### config.mk
export PLATFORM = sky130hd
export DESIGN_NAME = rv_ctrl_fsm
export DESIGN_NICKNAME = d
export VERILOG_FILES = /design/src/rtl/rv_ctrl_pkg.sv /design/src/rtl/rv_dec_comb.sv /design/src/rtl/rv_ctrl_fsm.sv
export SDC_FILE = /design/constraint.sdc
export NUM_CORES = 1
export LEC_CHECK = 0
export ABC_AREA = 1
export CORE_ASPECT_RATIO = 0.7
export CORE_MARGIN = 2
export CORE_UTILIZATION = 30
export CTS_CLUSTER_DIAMETER = 120
export DETAILED_ROUTE_END_ITERATION = 12
export HOLD_SLACK_MARGIN = 0.08
export PLACE_DENSITY = 0.7
export REMOVE_ABC_BUFFERS = 1
export SYNTH_ARGS = -nofsm -noshare
export SYNTH_HDL_FRONTEND = slang
export SYNTH_SLANG_ARGS = --single-unit
### constraint.sdc
create_clock -name clk -period 1.8 [get_ports clk]
set_input_delay 0.36 -clock clk [delete_from_list [all_inputs] [get_ports clk]]
set_output_delay 0.36 -clock clk [all_outputs]
set_load 0.1 [all_outputs]
### src/rtl/rv_ctrl_pkg.sv
// Shared constants for the multicycle RV32I control unit: opcode classes,
// operand-select encodings, trap cause codes and FSM state codes.
package rv_ctrl_pkg;

  localparam logic [6:0] OP_R     = 7'h33;
  localparam logic [6:0] OP_I     = 7'h13;
  localparam logic [6:0] OP_L     = 7'h03;
  localparam logic [6:0] OP_JALR  = 7'h67;
  localparam logic [6:0] OP_S     = 7'h23;
  localparam logic [6:0] OP_B     = 7'h63;
  localparam logic [6:0] OP_J     = 7'h6F;
  localparam logic [6:0] OP_LUI   = 7'h37;
  localparam logic [6:0] OP_AUIPC = 7'h17;

  localparam logic [1:0] SRCA_RS1   = 2'd0;
  localparam logic [1:0] SRCA_PC    = 2'd1;
  localparam logic [1:0] SRCA_ZERO  = 2'd2;
  localparam logic [1:0] SRCA_STORE = 2'd3;

  localparam logic [2:0] SRCB_RS2   = 3'd0;
  localparam logic [2:0] SRCB_IMM_I = 3'd1;
  localparam logic [2:0] SRCB_IMM_U = 3'd2;
  localparam logic [2:0] SRCB_IMM_S = 3'd3;
  localparam logic [2:0] SRCB_FOUR  = 3'd4;

  localparam logic [1:0] CAUSE_NONE    = 2'd0;
  localparam logic [1:0] CAUSE_ILLEGAL = 2'd1;
  localparam logic [1:0] CAUSE_TIMEOUT = 2'd2;

  localparam logic [1:0] ST_IDLE = 2'd0;
  localparam logic [1:0] ST_EXEC = 2'd1;
  localparam logic [1:0] ST_MEM  = 2'd2;
  localparam logic [1:0] ST_TRAP = 2'd3;

  // addi x0, x0, 0 -- the instruction register holds this out of reset
  localparam logic [31:0] NOP_INSTR = 32'h0000_0013;

  // Memory interface code: direction (10 = load, 01 = store) above funct3
  function automatic logic [4:0] mem_code(input logic [1:0] dir, input logic [2:0] f3);
    return {dir, f3};
  endfunction

endpackage

### src/rtl/rv_dec_comb.sv
// Purely combinational decode of the instruction register into static
// datapath controls, opcode class flags and the illegal-instruction flag.
module rv_dec_comb
  import rv_ctrl_pkg::*;
(
  input  logic [31:0] ir,
  output logic [1:0]  srca,
  output logic [2:0]  srcb,
  output logic [4:0]  memi,
  output logic [4:0]  aop,
  output logic        is_load,
  output logic        is_store,
  output logic        is_branch,
  output logic        is_jal,
  output logic        is_jalr,
  output logic        illegal
);

  logic [6:0] opcode;
  logic [2:0] f3;
  logic [6:0] f7;
  logic       is_r, is_i, is_lui, is_auipc, known;
  logic       unused_ir_bits;

  assign opcode = ir[6:0];
  assign f3     = ir[14:12];
  assign f7     = ir[31:25];

  // Register and immediate fields are consumed by the datapath, not here
  assign unused_ir_bits = ^{ir[24:15], ir[11:7]};

  assign is_r      = (opcode == OP_R);
  assign is_i      = (opcode == OP_I);
  assign is_load   = (opcode == OP_L);
  assign is_jalr   = (opcode == OP_JALR);
  assign is_store  = (opcode == OP_S);
  assign is_branch = (opcode == OP_B);
  assign is_jal    = (opcode == OP_J);
  assign is_lui    = (opcode == OP_LUI);
  assign is_auipc  = (opcode == OP_AUIPC);

  assign known = is_r | is_i | is_load | is_jalr | is_store | is_branch |
                 is_jal | is_lui | is_auipc;

  // Unsupported load widths, store widths beyond word, and R-type funct7
  // values other than the base/alternate encodings are all rejected
  assign illegal = !known ||
                   (is_load  && (f3 == 3'd3 || f3 == 3'd6 || f3 == 3'd7)) ||
                   (is_store && (f3 > 3'd2)) ||
                   (is_r     && (f7 != 7'h00) && (f7 != 7'h20));

  // Operand selects, memory code and ALU operation from the opcode class
  always_comb begin
    srca = SRCA_RS1;
    srcb = SRCB_RS2;
    memi = '0;
    aop  = '0;
    if (is_jalr || is_jal || is_auipc) srca = SRCA_PC;
    else if (is_lui)                   srca = SRCA_ZERO;
    else if (is_store)                 srca = SRCA_STORE;
    if (is_i || is_load)               srcb = SRCB_IMM_I;
    else if (is_lui || is_auipc)       srcb = SRCB_IMM_U;
    else if (is_store)                 srcb = SRCB_IMM_S;
    else if (is_jal || is_jalr)        srcb = SRCB_FOUR;
    if (is_load)       memi = mem_code(2'b10, f3);
    else if (is_store) memi = mem_code(2'b01, f3);
    if (is_r)                  aop = {f7[6:5], f3};
    else if (is_i || is_load)  aop = {2'b00, f3};
    else if (is_branch)        aop = {2'b11, f3};
  end

endmodule

### src/rtl/rv_ctrl_fsm.sv
// Multicycle RV32I control unit: latches one instruction from fetch, runs an
// execute phase, optionally a handshaked memory phase, and retires it with a
// single enpc pulse. Illegal instructions and memory timeouts park in TRAP
// until acknowledged; flush aborts whatever is in flight.
module rv_ctrl_fsm
  import rv_ctrl_pkg::*;
#(
  parameter int MEM_TIMEOUT  = 16,
  parameter int ILLEGAL_TRAP = 1,
  parameter int CNT_W        = $clog2(MEM_TIMEOUT + 1)
) (
  input  logic        clk,
  input  logic        rst,
  input  logic        instr_valid,
  input  logic [31:0] instr,
  output logic        instr_ready,
  input  logic        flush,
  input  logic        mem_ready,
  input  logic        trap_ack,
  output logic        mem_req,
  output logic        enpc,
  output logic        jal,
  output logic        jalr,
  output logic        b,
  output logic        ws,
  output logic [4:0]  memi,
  output logic        mwe,
  output logic        rfwe,
  output logic [4:0]  aop,
  output logic [1:0]  srcA,
  output logic [2:0]  srcB,
  output logic        trap,
  output logic [1:0]  trap_cause,
  output logic        busy
);

  // Last counter value before the memory phase gives up
  localparam logic [CNT_W-1:0] CNT_LAST = CNT_W'(MEM_TIMEOUT - 1);

  logic [1:0]       state, state_next;
  logic [31:0]      ir, ir_next;
  logic [CNT_W-1:0] cnt, cnt_next;
  logic [1:0]       cause_next;
  logic             is_load, is_store, is_branch, illegal;

  rv_dec_comb u_dec (
    .ir        (ir),
    .srca      (srcA),
    .srcb      (srcB),
    .memi      (memi),
    .aop       (aop),
    .is_load   (is_load),
    .is_store  (is_store),
    .is_branch (is_branch),
    .is_jal    (jal),
    .is_jalr   (jalr),
    .illegal   (illegal)
  );

  assign ws          = is_load;
  assign b           = is_branch;
  assign busy        = (state != ST_IDLE);
  assign trap        = (state == ST_TRAP);
  assign instr_ready = (state == ST_IDLE) && !flush;

  // Next-state logic and the gated enables; flush overrides every state
  always_comb begin
    state_next = state;
    ir_next    = ir;
    cnt_next   = cnt;
    cause_next = trap_cause;
    enpc       = 1'b0;
    rfwe       = 1'b0;
    mwe        = 1'b0;
    mem_req    = 1'b0;
    if (flush) begin
      state_next = ST_IDLE;
      cause_next = CAUSE_NONE;
    end else begin
      case (state)
        ST_IDLE: begin
          if (instr_valid) begin
            ir_next    = instr;
            state_next = ST_EXEC;
          end
        end
        ST_EXEC: begin
          if (illegal) begin
            if (ILLEGAL_TRAP != 0) begin
              state_next = ST_TRAP;
              cause_next = CAUSE_ILLEGAL;
            end else begin
              enpc       = 1'b1;
              state_next = ST_IDLE;
            end
          end else if (is_load || is_store) begin
            cnt_next   = '0;
            state_next = ST_MEM;
          end else begin
            enpc       = 1'b1;
            rfwe       = !is_branch;
            state_next = ST_IDLE;
          end
        end
        ST_MEM: begin
          mem_req = 1'b1;
          mwe     = is_store;
          if (mem_ready) begin
            enpc       = 1'b1;
            rfwe       = is_load;
            state_next = ST_IDLE;
          end else if (cnt == CNT_LAST) begin
            state_next = ST_TRAP;
            cause_next = CAUSE_TIMEOUT;
          end else begin
            cnt_next = cnt + CNT_W'(1);
          end
        end
        ST_TRAP: begin
          if (trap_ack) begin
            cause_next = CAUSE_NONE;
            state_next = ST_IDLE;
          end
        end
        default: state_next = ST_IDLE;
      endcase
    end
  end

  // State, instruction register, timeout counter and trap cause registers
  always_ff @(posedge clk or posedge rst) begin
    if (rst) begin
      state      <= ST_IDLE;
      ir         <= NOP_INSTR;
      cnt        <= '0;
      trap_cause <= CAUSE_NONE;
    end else begin
      state      <= state_next;
      ir         <= ir_next;
      cnt        <= cnt_next;
      trap_cause <= cause_next;
    end
  end

endmodule

==> impl_metrics.csv <==
group,metric,value,unit
outcome,status,"finished, violations left",
outcome,violations,"setup timing",
timing,max_freq,427.8,MHz
clocking,cts_buffers,3,
grt,antenna_found_initial,0,
timing,period_needed,2338,ps
placement,dp_hpwl,3603,um
synth,ys.flop_type,"dfrtp_1",
timing,worstMarginPinSlew,384.7,ps
synth,synth-async-reset-ratio,100.0,%
grt,grt_pass1_wl,7962,um
timing,setup_slack,-537.6,ps
clocking,cts_tree,"done",
grt,grt_overflow,0,
synth,synth_cell_type_count,30,
timing,finalHoldViolCount,0,
clocking,cts_num_sinks,26,
critical_path,rr_worst_depth,13,
timing,setup_viol,31,
synth,ys_seq_elements,26,
clocking,clock_latency,280,ps
layout,area_growth,97.40,%
die,ioPinCount,66,
flow_run,cap_violations,0,
die,die_w,93.49,um
timing,rsz0062_at_grt,"yes",
route,viasPerCell,4.672,
route,antenna_left,0,
grt,grt_pass1_vias,1791,
die,core_region_area,0.005313,mm^2
grt,grt_usage,15.98,%
layout,layout_commonest_cell,"buf_4",
timing,drv_slew,0,
layout,antenna_cells,0,
worst_hold_path,hp-class,"primary input to async pin",
synth,yosysSeqAreaShare,38.91,%
route,wl_per_cell,13.29,um
timing,max-slew-margin-rel,74.08,%
layout,final_cell_mix,"46 x buf_4, 28 x buf_12, 23 x dfrtp_1",
die,num_rows,22,
power_and_ir_drop,ir_drop,0.0004688,V
clocking,root_buffer,"clkbuf_8",
layout,drive_gt1_share,55.35,%
power_and_ir_drop,power.density,1298,mW/mm^2
power_and_ir_drop,leakage,1.508,nW
route,drc,0,
timing,worst_hold_slack,429.7,ps
synth,ys.warnings.count,0,
layout,fillers,411,
critical_path,critPathRequiredTime,1440,ps
critical_path,critical_path_class,"register to output pin",
placement,port-buffer-count,50,
grt,grt_max_degree,27,
critical_path,r2r_slack,-70,ps
route,first_iter_violations,94,
clocking,clk_pin_slew,100,ps
placement,place_congestion,0.8979,
critical_path,crit_path_end_kind,"output pin",
timing,fin_crit_sh,129.9,%
route,first_pass_iters,4,
critical_path,r2r_end,"cnt[0]",
die,die_y,66.64,um
synth,syn_area,0.001682,mm^2
critical_path,regToRegStartpoint,"ir[4]",
die,die-area,0.006230,mm^2
route,num_vias,1822,
critical_path,worstPathArrival,1980,ps
layout,nets,363,
synth,synth_area_per_cell,7.858,um^2
timing,clock_skew,5.191,ps
clocking,cts_buffer_depth,2,
die,start_util,31.65,%
route,drt-total-wl,5182,um
critical_path,crit_fanout,4,
layout,final_util,62.48,%
critical_path,cp-start-kind,"register",
synth,synthCells,214,
clocking,h-tree-depth,1,
synth,synth_edf_count,0,
==> where the power goes <==
group	switching (W)	leakage [nW]	internal, W	total, W
clock	0.000204	0.0357	0.000298	0.000502
sequential	0.000197	0.311	0.000845	0.00104
combinational	0.00162	1.16	0.00114	0.00277
total	0.00202	1.51	0.00228	0.00431
==> routing by layer <==
metal / wire length [um] / global-route usage (%) / up-vias
met5: 0 / 0 / -
met1: 2302 / 20.39 / 862
met2: 2536 / 26.98 / 53
met4: 28 / 3.493 / 0
li1: - / - / 901
met3: 314 / 4.638 / 6
==> sequential cells by signal, indices dropped and copies added, names as in the netlist <==
name        cells
ir             17
cnt             5
state           2
trap_cause      2
==> cells in the mapped netlist (5+ instances only) <==
| master | number | area (um^2) |
|---|---|---|
| nand2_1 | 36 | 135.1 |
| nor2_1 | 31 | 116.4 |
| inv_1 | 26 | 97.59 |
| dfrtp_1 | 23 | 575.6 |
| a21oi_1 | 12 | 60.06 |
| nand3_1 | 10 | 50.05 |
| nand2_2 | 9 | 56.30 |
| mux2_2 | 8 | 90.09 |
| ha_1 | 6 | 75.07 |
| nor3_1 | 6 | 30.03 |
| o21ai_1 | 6 | 30.03 |
| nand4_1 | 5 | 31.28 |
==> layout make-up <==
class | instances | area, um^2 | area share [%]
clock buffer | 3 | 41.29 | 1.244
multi-input combinational | 155 | 1169 | 35.21
tap | 72 | 90.09 | 2.714
inverter | 29 | 118.9 | 3.581
timing repair buffer | 104 | 1216 | 36.64
sequential | 26 | 654.4 | 19.71
clock inverter | 1 | 30.03 | 0.9046
==> through the flow <==
stage	worst slack, ps	setup TNS, ps	power, W	area (um^2)	cells
after floorplan	-2220	-51050	0.002314	1649	209
after global routing	-608.9	-9492	0.004544	3319	390
after detailed placement	-280.0	-1815	0.003218	2850	375
final	-537.6	-6926	0.004309	3319	390
after global placement	-191.6	-1275	0.003164	2850	375
after CTS	-502.6	-5872	0.003979	3108	384
==> kinds of logic after synthesis <==
family,synth area share [%]
compound gates,8.557
flops,38.91
fa+ha+maj,4.464
buf+inv,8.407
simple gates,34.30
mux,5.357
==> worst max path at each step <==
| stage | from | endpoint | slack [ps] | cells past startpoint |
|---|---|---|---|---|
| final | ir[4] | rfwe | -540 | 9 |
| after global placement | ir[0] | rfwe | -190 | 9 |
| after global routing | ir[4] | rfwe | -610 | 9 |
| after detailed placement | ir[0] | rfwe | -280 | 9 |
| after CTS | ir[0] | rfwe | -500 | 9 |
| after floorplan | ir[0] | rfwe | -2220 | 6 |
==> worst max-delay path, cell delays in order (launching register included) <==
cell and delay [ps]:
dfstp_2 600, inv_2 80, nand2_4 80, nor2_2 70
nand2_4 90, nand2_2 90, nor2_4 130, nand4_1 150
a21oi_2 210, buf_12 190
==> repair_timing <==
action | in CTS | in global routing
buffers inserted | 6 | 7
resized for setup | 43 | 46
pin swaps | 14 | 10
gates cloned | 0 | 1
setup endpoints to repair | 32 | 50
hold buffers | 0 | 0
(Power assumes the default switching activity.)
